$ cat src/rtl/ysyx_22040750_axi_rd_arbiter_n.sv
// N-channel AXI4 read arbiter: round-robin grant across NUM_CH upstream
// masters onto one downstream AR/R port. One burst is in flight at a time,
// and the grant stays locked from AR acceptance until the RLAST handshake.
// Beats are counted against ARLEN, and any mismatch sets a sticky flag.
module ysyx_22040750_axi_rd_arbiter_n #(
  parameter int NUM_CH = 2,
  parameter int ADDR_W = 32,
  parameter int DATA_W = 64,
  localparam int CH_W  = (NUM_CH > 1) ? $clog2(NUM_CH) : 1
) (
  input  logic                     I_clk,
  input  logic                     I_rst_n,
  input  logic [NUM_CH-1:0]        I_ch_arvalid,
  output logic [NUM_CH-1:0]        O_ch_arready,
  input  logic [NUM_CH*ADDR_W-1:0] I_ch_araddr,
  input  logic [NUM_CH*8-1:0]      I_ch_arlen,
  input  logic [NUM_CH*3-1:0]      I_ch_arsize,
  input  logic [NUM_CH*2-1:0]      I_ch_arburst,
  output logic [NUM_CH-1:0]        O_ch_rvalid,
  input  logic [NUM_CH-1:0]        I_ch_rready,
  output logic [DATA_W-1:0]        O_ch_rdata,
  output logic [NUM_CH-1:0]        O_ch_rlast,
  output logic                     O_axi_arvalid,
  input  logic                     I_axi_arready,
  output logic [ADDR_W-1:0]        O_axi_araddr,
  output logic [7:0]               O_axi_arlen,
  output logic [2:0]               O_axi_arsize,
  output logic [1:0]               O_axi_arburst,
  input  logic                     I_axi_rvalid,
  output logic                     O_axi_rready,
  input  logic [DATA_W-1:0]        I_axi_rdata,
  input  logic                     I_axi_rlast,
  output logic                     O_busy,
  output logic [CH_W-1:0]          O_grant,
  output logic                     O_err_len
);

  typedef enum logic [1:0] {
    ST_IDLE = 2'd0,
    ST_AR   = 2'd1,
    ST_R    = 2'd2
  } state_e;

  state_e          state_q, state_d;
  logic [CH_W-1:0] grant_q, grant_d;
  logic [CH_W-1:0] rr_ptr_q, rr_ptr_d;
  logic [7:0]      beat_cnt_q, beat_cnt_d;
  logic            err_len_q, err_len_d;

  logic [ADDR_W-1:0] araddr_s  [NUM_CH];
  logic [7:0]        arlen_s   [NUM_CH];
  logic [2:0]        arsize_s  [NUM_CH];
  logic [1:0]        arburst_s [NUM_CH];

  logic            found_s;
  logic [CH_W-1:0] pick_s;
  logic [CH_W-1:0] cand_s;
  logic [CH_W-1:0] grant_next_s;
  logic            r_hs_s;

  // Unpack the per-channel AR field buses into arrays indexed by channel.
  always_comb begin
    for (int k = 0; k < NUM_CH; k++) begin
      araddr_s[k]  = I_ch_araddr[k*ADDR_W +: ADDR_W];
      arlen_s[k]   = I_ch_arlen[k*8 +: 8];
      arsize_s[k]  = I_ch_arsize[k*3 +: 3];
      arburst_s[k] = I_ch_arburst[k*2 +: 2];
    end
  end

  // Cyclic search for the first requesting channel at or after rr_ptr.
  always_comb begin
    found_s = 1'b0;
    pick_s  = '0;
    cand_s  = '0;
    for (int i = 0; i < NUM_CH; i++) begin
      cand_s = CH_W'((int'(rr_ptr_q) + i) % NUM_CH);
      if (!found_s && I_ch_arvalid[cand_s]) begin
        found_s = 1'b1;
        pick_s  = cand_s;
      end else begin
        found_s = found_s;
      end
    end
  end

  // Channel after the current grant, wrapping at NUM_CH-1 (also for non power-of-two NUM_CH).
  always_comb begin
    if (grant_q == CH_W'(NUM_CH - 1)) begin
      grant_next_s = '0;
    end else begin
      grant_next_s = grant_q + CH_W'(1);
    end
  end

  assign r_hs_s = (state_q == ST_R) && I_axi_rvalid && I_ch_rready[grant_q];

  // Next-state logic: grant in IDLE, address phase in AR, beat counting in R.
  always_comb begin
    state_d    = state_q;
    grant_d    = grant_q;
    rr_ptr_d   = rr_ptr_q;
    beat_cnt_d = beat_cnt_q;
    err_len_d  = err_len_q;
    case (state_q)
      ST_IDLE: begin
        if (found_s) begin
          grant_d = pick_s;
          state_d = ST_AR;
        end else begin
          state_d = ST_IDLE;
        end
      end
      ST_AR: begin
        if (I_axi_arready) begin
          beat_cnt_d = arlen_s[grant_q];
          state_d    = ST_R;
        end else begin
          state_d = ST_AR;
        end
      end
      ST_R: begin
        if (r_hs_s) begin
          if (I_axi_rlast) begin
            // The last beat must land exactly when the remaining count reaches zero.
            if (beat_cnt_q != 8'd0) begin
              err_len_d = 1'b1;
            end else begin
              err_len_d = err_len_q;
            end
            rr_ptr_d = grant_next_s;
            state_d  = ST_IDLE;
          end else if (beat_cnt_q == 8'd0) begin
            // Slave overran ARLEN: flag it, keep counter at zero, keep transferring.
            err_len_d = 1'b1;
          end else begin
            beat_cnt_d = beat_cnt_q - 8'd1;
          end
        end else begin
          state_d = ST_R;
        end
      end
      default: begin
        state_d = ST_IDLE;
      end
    endcase
  end

  // State and bookkeeping registers with asynchronous active-low reset.
  always_ff @(posedge I_clk or negedge I_rst_n) begin
    if (!I_rst_n) begin
      state_q    <= ST_IDLE;
      grant_q    <= '0;
      rr_ptr_q   <= '0;
      beat_cnt_q <= 8'd0;
      err_len_q  <= 1'b0;
    end else begin
      state_q    <= state_d;
      grant_q    <= grant_d;
      rr_ptr_q   <= rr_ptr_d;
      beat_cnt_q <= beat_cnt_d;
      err_len_q  <= err_len_d;
    end
  end

  // Route handshakes between the granted channel and the downstream port.
  always_comb begin
    O_ch_arready  = '0;
    O_ch_rvalid   = '0;
    O_ch_rlast    = '0;
    O_ch_rdata    = '0;
    O_axi_arvalid = 1'b0;
    O_axi_araddr  = '0;
    O_axi_arlen   = 8'd0;
    O_axi_arsize  = 3'd0;
    O_axi_arburst = 2'd0;
    O_axi_rready  = 1'b0;
    case (state_q)
      ST_IDLE: begin
        O_axi_arvalid = 1'b0;
      end
      ST_AR: begin
        O_axi_arvalid         = 1'b1;
        O_axi_araddr          = araddr_s[grant_q];
        O_axi_arlen           = arlen_s[grant_q];
        O_axi_arsize          = arsize_s[grant_q];
        O_axi_arburst         = arburst_s[grant_q];
        O_ch_arready[grant_q] = I_axi_arready;
      end
      ST_R: begin
        O_axi_rready         = I_ch_rready[grant_q];
        O_ch_rvalid[grant_q] = I_axi_rvalid;
        O_ch_rlast[grant_q]  = I_axi_rlast;
        O_ch_rdata           = I_axi_rdata;
      end
      default: begin
        O_axi_arvalid = 1'b0;
      end
    endcase
  end

  assign O_busy    = (state_q != ST_IDLE);
  assign O_grant   = grant_q;
  assign O_err_len = err_len_q;

endmodule

$ cat config.mk
export PLATFORM = sky130hd
export DESIGN_NAME = ysyx_22040750_axi_rd_arbiter_n
export DESIGN_NICKNAME = d
export VERILOG_FILES = /design/src/rtl/ysyx_22040750_axi_rd_arbiter_n.sv
export SDC_FILE = /design/constraint.sdc
export NUM_CORES = 1
export LEC_CHECK = 0
export CAP_MARGIN = 10
export CORE_AREA = 2 2 110 112
export CTS_BUF_LIST = sky130_fd_sc_hd__clkbuf_16
export DETAILED_ROUTE_END_ITERATION = 10
export DIE_AREA = 0 0 112 114
export PLACE_DENSITY_LB_ADDON = 0.1
export RECOVER_POWER = 25
export SYNTH_ARGS = -nofsm -noshare
export SYNTH_HDL_FRONTEND = slang
export SYNTH_SLANG_ARGS = --single-unit
export TNS_END_PERCENT = 1
$ cat constraint.sdc
create_clock -name I_clk -period 1.9 [get_ports I_clk]
set_clock_uncertainty 0.15 [all_clocks]
set_input_delay 0.475 -clock I_clk [delete_from_list [all_inputs] [get_ports I_clk]]
set_output_delay 0.475 -clock I_clk [all_outputs]
set_load 0.02 [all_outputs]
# --- Word level (Yosys, flattened, before mapping) ---
# Cells that the tools add are included.
word_totals:
  regBits: 13
  out_inout_bits: 120
  input_bits: 163
  elab_cells: 88
classes:
  addsub: 3
  reduce_logical: 15
  n_mux: 48
  n_lt_le_gt_ge: 5
  n_bitwise: 4
  n_eq_ne: 8
op_table:
  columns: ["operator", "count"]
  rows:
  - ["$mux W32", 4]
  - ["$mux W64", 1]
  - ["$mux W8", 8]
  - ["$mux W2", 10]
  - ["$mux W1", 18]
  - ["$pmux W8 S2", 1]
  - ["$mux W3", 4]
  - ["$logic_not A8 Y1", 1]
  - ["$ne A2 B2 Y1 const B", 4]
  - ["$reduce_bool A8 Y1", 1]
  - ["$sub A8 B1 Y8 const B", 1]
  - ["$and A2 B2 Y2", 3]
  - ["$lt A1 B2 Y1 const B", 3]
  - ["$pmux W2 S3", 1]
  - ["$reduce_bool A2 Y1", 3]
  - ["$reduce_and A5 Y1", 1]
  - ["$logic_and A1 B1 Y1", 4]
  - ["$reduce_and A4 Y1", 1]
  - ["$ne A3 B3 Y1 const B", 1]
  - ["$reduce_and A3 Y1", 1]
  - ["$add A1 B1 Y1 const B", 2]
  - ["$eq A2 B1 Y1 const B", 1]
  - ["$eq A2 B2 Y1 const B", 1]
  - ["$ge A2 B2 Y1 const B", 1]
  - ["7 further kinds", 7]

# --- Depth between registers and ports, before layout ---
# Gate-level depths: netlist of the first run.
depth:
  ltp_word: 8
  mapped_depth: 6
  mapped_depth_nobuf: 6

# --- Worst setup path before layout of the first run ---
# OpenSTA, ideal clock, no wires.
synth_path:
  path_type: "reg2out"
  startpoint: "register grant_q (netlist: O_grant)"
  endpoint: "output O_axi_araddr[27]"
  t_arrival_ps: 1557
  required_ps: 1275
  n_path_buf: 3
  path_slack_ps: -282
  stages_incl_launch_ff: 6
  cell_sequence: "dfrtp_1 -> buf_6 -> buf_2 -> clkbuf_1 -> mux2i_1 -> nor2_1"
synth_between:
  elab_chain_len: 5
synth_rtl:
  columns: ["item", "line_no", "text"]
  rows:
  - ["from (decl)", "45", "logic [CH_W-1:0] grant_q, grant_d;"]
  - ["from (signal assigned)", "159", "grant_q <= grant_d;"]
  - ["$not A1 Y2 (not written as such)", "184", "O_axi_araddr = araddr_s[grant_q];"]
  - ["$mux W32 (not written as such) (3 in a row)", "184", null]
  - ["$mux W32", "178", "case (state_q)"]
  - ["to (decl)", "25", "output logic [ADDR_W-1:0] O_axi_araddr,"]
# Every way passes these cells. The select of a mux whose other input is x is not followed.

# --- Worst setup path after layout of the first run ---
layout_path:
  startpoint: "register state_q[0]"
  endpoint: "output O_ch_rdata[21]"
layout_between:
  elab_chain_len: 2
layout_rtl:
  columns: ["item", "line_no", "text"]
  rows:
  - ["from (decl)", "44", "state_e state_q, state_d;"]
  - ["from (signal assigned)", "158", "state_q <= state_d;"]
  - ["$eq A2 B2 Y1", "178", null]
  - ["$mux W64", "178", null]
  - ["to (decl)", "21", "output logic [DATA_W-1:0] O_ch_rdata,"]
# Every way passes these cells.

==> results.json, run 1 <==
{
  "status": "finished, violations left",
  "violations": "negative setup slack",
  "ir_worst_vdd_mv": 0.575,
  "postSynth.asyncResetShare_pct": 100,
  "wl_um": 10900,
  "pre_cts_ws_ns": -0.539,
  "place_inst": 715,
  "drt_iter0_drc": 98,
  "setup_violations": 122,
  "grt.overflow.total": 0,
  "synth_top_area_share_pct": 24.4,
  "synth.distinct_cells": 34,
  "hold_viol": 0,
  "finalNonFillerCells": 733,
  "maxCapViolCount": 0,
  "worstPathArrival_ns": 1.46,
  "synth_most_common_cell": "and2_1",
  "synth.avg_cell_area_um2": 7.17,
  "worst_pin_slew_ns": 0.725,
  "grt_pass1_wl_um": 15600,
  "max_slew_margin_pct": 51.7,
  "ys_seq_area_share_pct": 16.5,
  "htree_levels": 1,
  "drive_gt1_share_pct": 39.4,
  "ys_seq_elements": 13,
  "insertion_delay_ns": 0.24,
  "synth_commonest_cells": "64 x and2_1, 61 x nor2_1, 48 x mux2i_1",
  "syn_inst": 275,
  "min_period_over_period_pct": 110,
  "grt_max_degree": 60,
  "yosysTopAreaCell": "mux2i_1",
  "core-area_mm2": 0.0117,
  "min_path_type": "register to register",
  "power.leakage_nw": 2.58,
  "worst_hold_slack_ns": 0.310,
  "row_count": 40,
  "rsz0062_at_grt": "true",
  "post-route-min-period_ns": 2.09,
  "gp_congestion": 0.791,
  "areaGrowthSynthToFinish_pct": 182,
  "cts_buffer_depth": 2,
  "fmax_mhz": 479,
  "fp.dieH_um": 114,
  "drc_errors": 0,
  "dp_hpwl_um": 8720,
  "fin_nets": 752,
  "cts_buffers": 3,
  "synth_area_mm2": 0.00197,
  "nFillCells": 1164,
  "startpoint_type": "register",
  "antenna_found_initial": 0,
  "finalWorstSetupSlack_ns": -0.187,
  "worstPathMaxFanout": 15,
  "powerDensity_mw_per_mm2": 1210,
  "die_w_um": 112,
  "track_usage_pct": 15.0,
  "ant_nets": 0,
  "utilization_pct": 47.5,
  "slew_violations": 0,
  "hold_buffers": 0,
  "synth.area.top_cells": "mux2i_1 24%, and2_1 20%, dfrtp_1 17%, nor2_1 12%, a31oi_1 2.2%",
  "end_kind": "output port",
  "multi_input_area_mm2": 0.00176,
  "port-buffer-count": 282,
  "first_pass_iters": 4,
  "synth_edf_count": 0,
  "root_buffer": "clkbuf_16",
  "crit_type": "register to output port",
  "fp.dieArea_mm2": 0.0128,
  "cts.sinks": 13,
  "ys_warn_count": 0,
  "syn-num-nets": 440,
  "grt_pass1_vias": 2959,
  "vias": 3121,
  "synth_flop_cell": "dfrtp_1",
  "start_util_pct": 16.8,
  "seq_area_um2": 328,
  "pin_count": 283,
  "vias_per_cell": 4.26,
  "required_ns": 1.27,
  "diodes": 0,
  "cts_tree": "done",
  "path_clk_slew_ns": 0.05,
  "routedWlPerCell_um": 14.8
}
[worst paths after layout]
| kind | startpoint | end | cells after the start | slack, ns |
|---|---|---|---|---|
| max | state_q[0]$_DFFE_PN0P_ | O_ch_rdata[21] | 5 | -0.19 |
| min | O_err_len$_DFFE_PN0P_ | O_err_len$_DFFE_PN0P_ | 1 | 0.31 |
| max reg2reg | O_grant$_DFFE_PN0P_ | beat_cnt_q[1]$_DFFE_PN0P_ | 6 | -0.17 |
| min reg2reg | O_err_len$_DFFE_PN0P_ | O_err_len$_DFFE_PN0P_ | 1 | 0.31 |
| max in group asynchronous | I_rst_n | O_grant$_DFFE_PN0P_ | 2 | 0.44 |
| min in group asynchronous | I_rst_n | rr_ptr_q$_DFFE_PN0P_ | 2 | 0.66 |
[logic make-up (layout without fill, tap and decap cells)]
logic type | count (synthesis) | after routing | synth area share [%]
mux | 50 | 50 | 25.5
xor+xnor | 1 | 1 | 0.445
flops | 13 | 13 | 16.5
simple gates | 153 | 153 | 39.4
fa+ha+maj | 2 | 2 | 1.27
compound gates | 27 | 27 | 10.4
buf+inv | 29 | 340 | 6.41
[area by class of cell]
cell class              count  area share (%)
clock buffers               3            1.35
clock inverters             1          0.0675
inverters                   6           0.405
repair buffers            330            57.3
flip-flops and latches     13            5.89
multi-input cells         233            31.7
well taps                 147            3.31
[cell usage in the layout (no fill, tap or decap), types with 6 or more instances in the layout]
master,n
nand2_1,8
inv_1,7
buf_2,22
clkdlybuf4s15_2,12
nor2_2,33
and2_1,62
buf_6,48
mux2i_4,8
a21oi_1,6
buf_12,7
mux2i_1,36
clkbuf_16,6
nor2_1,27
a31oi_1,7
buf_4,72
clkdlybuf4s50_1,161
dfrtp_1,11
[critical path, stage by stage (launching register included)]
cell	delay, ns
dfrtp_2	0.44
nor2b_4	0.19
buf_4	0.16
clkbuf_16	0.15
and2_1	0.13
buf_4	0.14
[sequential cells by signal, indices dropped and copies added, names as in the netlist]
signal,count
O_grant,1
rr_ptr_q,1
beat_cnt_q,8
state_q,2
O_err_len,1
[power breakdown]
part | internal, W | total, W | switching [W]
Combinational | 0.00290 | 0.00575 | 0.00285
Sequential | 0.000426 | 0.000584 | 0.000159
Clock | 0.000277 | 0.000392 | 0.000114
[stage by stage]
step	setup TNS [ns]	area (um2)	power, W
floorplan	-0.408	2080	0.00341
global placement	-48.85	5290	0.00593
detailed placement	-49.41	5290	0.00596
CTS	-16.14	5350	0.00638
global route	-21.54	5560	0.00716
finish	-13.84	5560	0.00673
[what timing repair did]
action                                  4_1_cts  5_1_grt
setup buffers                                 2        8
cloned                                        1        4
pin swaps                                     2        5
gates resized for setup                     548       61
endpoints found under the setup margin      127      128
[metal layers]
metal / routed length, um / up-vias / GRT usage [%]
met5: 0 / - / 0
met4: 40 / 0 / 2.20
met3: 1050 / 2 / 4.04
met2: 5750 / 166 / 29.0
met1: 4000 / 1411 / 16.7
li1: - / 1542 / -
No activity file was read; power rests on OpenSTA's default activity.
==> inputs of run 2 (changes only) <==
--- a/config.mk
+++ b/config.mk
@@ -6,10 +6,11 @@
 export NUM_CORES = 1
 export LEC_CHECK = 0
 export CAP_MARGIN = 10
-export CORE_AREA = 2 2 110 112
+export CORE_AREA = 2 2 109 111
 export CTS_BUF_LIST = sky130_fd_sc_hd__clkbuf_16
 export DETAILED_ROUTE_END_ITERATION = 10
-export DIE_AREA = 0 0 112 114
+export DIE_AREA = 0 0 111 113
+export GPL_TIMING_DRIVEN = 0
 export PLACE_DENSITY_LB_ADDON = 0.1
 export RECOVER_POWER = 25
 export SYNTH_ARGS = -nofsm -noshare
==> constraint.sdc (replaced) <==
create_clock -name I_clk -period 2.1 [get_ports I_clk]
set_clock_uncertainty 0.15 [all_clocks]
set_input_delay 0.525 -clock I_clk [delete_from_list [all_inputs] [get_ports I_clk]]
set_output_delay 0.525 -clock I_clk [all_outputs]
set_load 0.02 [all_outputs]
==> results.json, run 2 (synthesis gave the netlist of run 1 again) <==
{
  "setup_violations": 39,
  "cts_tree": "done",
  "worstPathArrival_ns": 1.53,
  "worst-r2r-cell-count": 7,
  "power.leakage_nw": 2.52,
  "insertion_delay_ns": 0.24,
  "internal_power_w": 0.00342,
  "hold_start": "O_err_len$_DFFE_PN0P_",
  "final_common_cell": "clkdlybuf4s50_1",
  "worstPathMaxFanout": 8,
  "drive_gt1_share_pct": 39.8,
  "largest_reg_flops": 8,
  "slew_violations": 0,
  "timing.rr.start": "O_grant$_DFFE_PN0P_",
  "gp_congestion": 0.848,
  "dp_hpwl_um": 9620,
  "utilization_pct": 49.3,
  "grt_max_degree": 14,
  "layout_common_cells": "160 x clkdlybuf4s50_1, 68 x buf_4, 62 x and2_1, 41 x buf_6, 34 x nor2_2",
  "ir_worst_vdd_mv": 0.599,
  "port-buffer-count": 282,
  "row_count": 39,
  "die_w_um": 111,
  "drc_errors": 0,
  "status": "finished, violations left",
  "min_period_over_period_pct": 105,
  "start_util_pct": 17.5,
  "min_path_type": "register to register",
  "reg.largest.list": "beat_cnt_q (8), state_q (2)",
  "fp.dieH_um": 113,
  "pin_count": 283,
  "diodes": 0,
  "comb_power_share_pct": 86.1,
  "first_pass_iters": 4,
  "finalWorstSetupSlack_ns": -0.105,
  "vias": 3066,
  "grt_pass1_vias": 3201,
  "p_seq_share_pct": 8.3,
  "regMostFlops": "beat_cnt_q",
  "path_clk_slew_ns": 0.05,
  "fin_nets": 736,
  "routedWlPerCell_um": 16.2,
  "core-area_mm2": 0.0113,
  "grt_pass1_wl_um": 17000,
  "track_usage_pct": 16.9,
  "areaGrowthSynthToFinish_pct": 182,
  "end_kind": "output port",
  "grt.overflow.total": 0,
  "required_ns": 1.42,
  "clkPwrFrac_pct": 5.6,
  "power.switching_w": 0.00290,
  "violations": "negative setup slack",
  "r2r-end": "beat_cnt_q[1]$_DFFE_PN0P_",
  "htree_levels": 1,
  "hold_end": "O_err_len$_DFFE_PN0P_",
  "drt_iter0_drc": 127,
  "worst_pin_slew_ns": 0.823,
  "max_slew_margin_pct": 44.6,
  "cts.sinks": 13,
  "min_delay_path_depth": 1,
  "antenna_found_initial": 0,
  "fmax_mhz": 454,
  "wl_um": 11500,
  "hold_viol": 0,
  "rsz0062_at_grt": "true",
  "r2r_slack_ns": 0,
  "root_buffer": "clkbuf_16",
  "sw_frac_of_total_pct": 45.9,
  "cts_buffers": 3,
  "startpoint_type": "register",
  "ant_nets": 0,
  "powerDensity_mw_per_mm2": 1140,
  "worst_hold_slack_ns": 0.311,
  "hold_buffers": 0,
  "crit_type": "register to output port",
  "cts_buffer_depth": 2,
  "maxCapViolCount": 0,
  "fp.dieArea_mm2": 0.0125,
  "fin_tns_setup_ns": -1.68,
  "post-route-min-period_ns": 2.20,
  "vias_per_cell": 4.30
}
## run 2: worst max-delay path by stage
| stage | endpoint | start | cells after the start |
|---|---|---|---|
| after CTS | O_axi_arburst[0] | O_grant$_DFFE_PN0P_ | 6 |
| after detailed placement | O_axi_araddr[9] | O_grant$_DFFE_PN0P_ | 6 |
| after global routing | O_axi_araddr[2] | O_grant$_DFFE_PN0P_ | 6 |
| final | O_axi_araddr[2] | O_grant$_DFFE_PN0P_ | 6 |
| after global placement | O_axi_araddr[9] | O_grant$_DFFE_PN0P_ | 6 |
| after floorplan | O_axi_araddr[0] | O_grant$_DFFE_PN0P_ | 5 |
## run 2: stage by stage
step	total power (W)	area [um2]	setup WS (ns)	cells
after global routing	0.00668	5560	-0.171	713
after global placement	0.00503	5050	-0.662	700
after CTS	0.00593	5310	-0.158	711
final	0.00631	5560	-0.105	713
after detailed placement	0.00506	5050	-0.701	700
after floorplan	0.00304	2050	-0.0407	275
## run 2: what timing repair did
action	4_1_cts	5_1_grt
gates cloned	2	2
pin swaps	4	3
setup buffers	5	0
endpoints found under the setup margin	125	121
gates resized for setup	646	82
## run 2: layout make-up
type | count | area, um2
Multi-Input combinational cell | 233 | 1900
Buffer | 23 | 294
Clock inverter | 1 | 3.75
Fill cell | 1109 | 5710
Tap cell | 143 | 179
Sequential cell | 13 | 327
Clock buffer | 3 | 75.1
Timing Repair Buffer | 291 | 2760
Inverter | 6 | 22.5
## run 2: power groups by stage
stage | clock [W] | sequential [W] | combinational (W)
4_1_cts | 0.000361 | 0.000518 | 0.00505
3_5_place_dp | 0 | 0.000525 | 0.00454
6_report | 0.000355 | 0.000524 | 0.00543
2_1_floorplan | 0 | 0.000513 | 0.00252
3_3_place_gp | 0 | 0.000515 | 0.00451
5_1_grt | 0.000374 | 0.000547 | 0.00575
## run 2: metal layers
layer  part of all wire, %  wire length [um]  track usage [%]  vias up
li1                      -                 -                -     1507
met1                    36              4100             17.5     1374
met2                    55              6300             34.1      181
met3                   8.9              1030             4.77        4
met4                  0.85                98             2.67        0
met5                     0                 0                0        -
## run 2: worst max-delay path: stages (launching register included)
cell     delay [ns]
dfrtp_1        0.37
buf_8          0.13
buf_12         0.16
buf_12         0.15
mux2i_1        0.26
nor2_2         0.05
buf_2          0.16
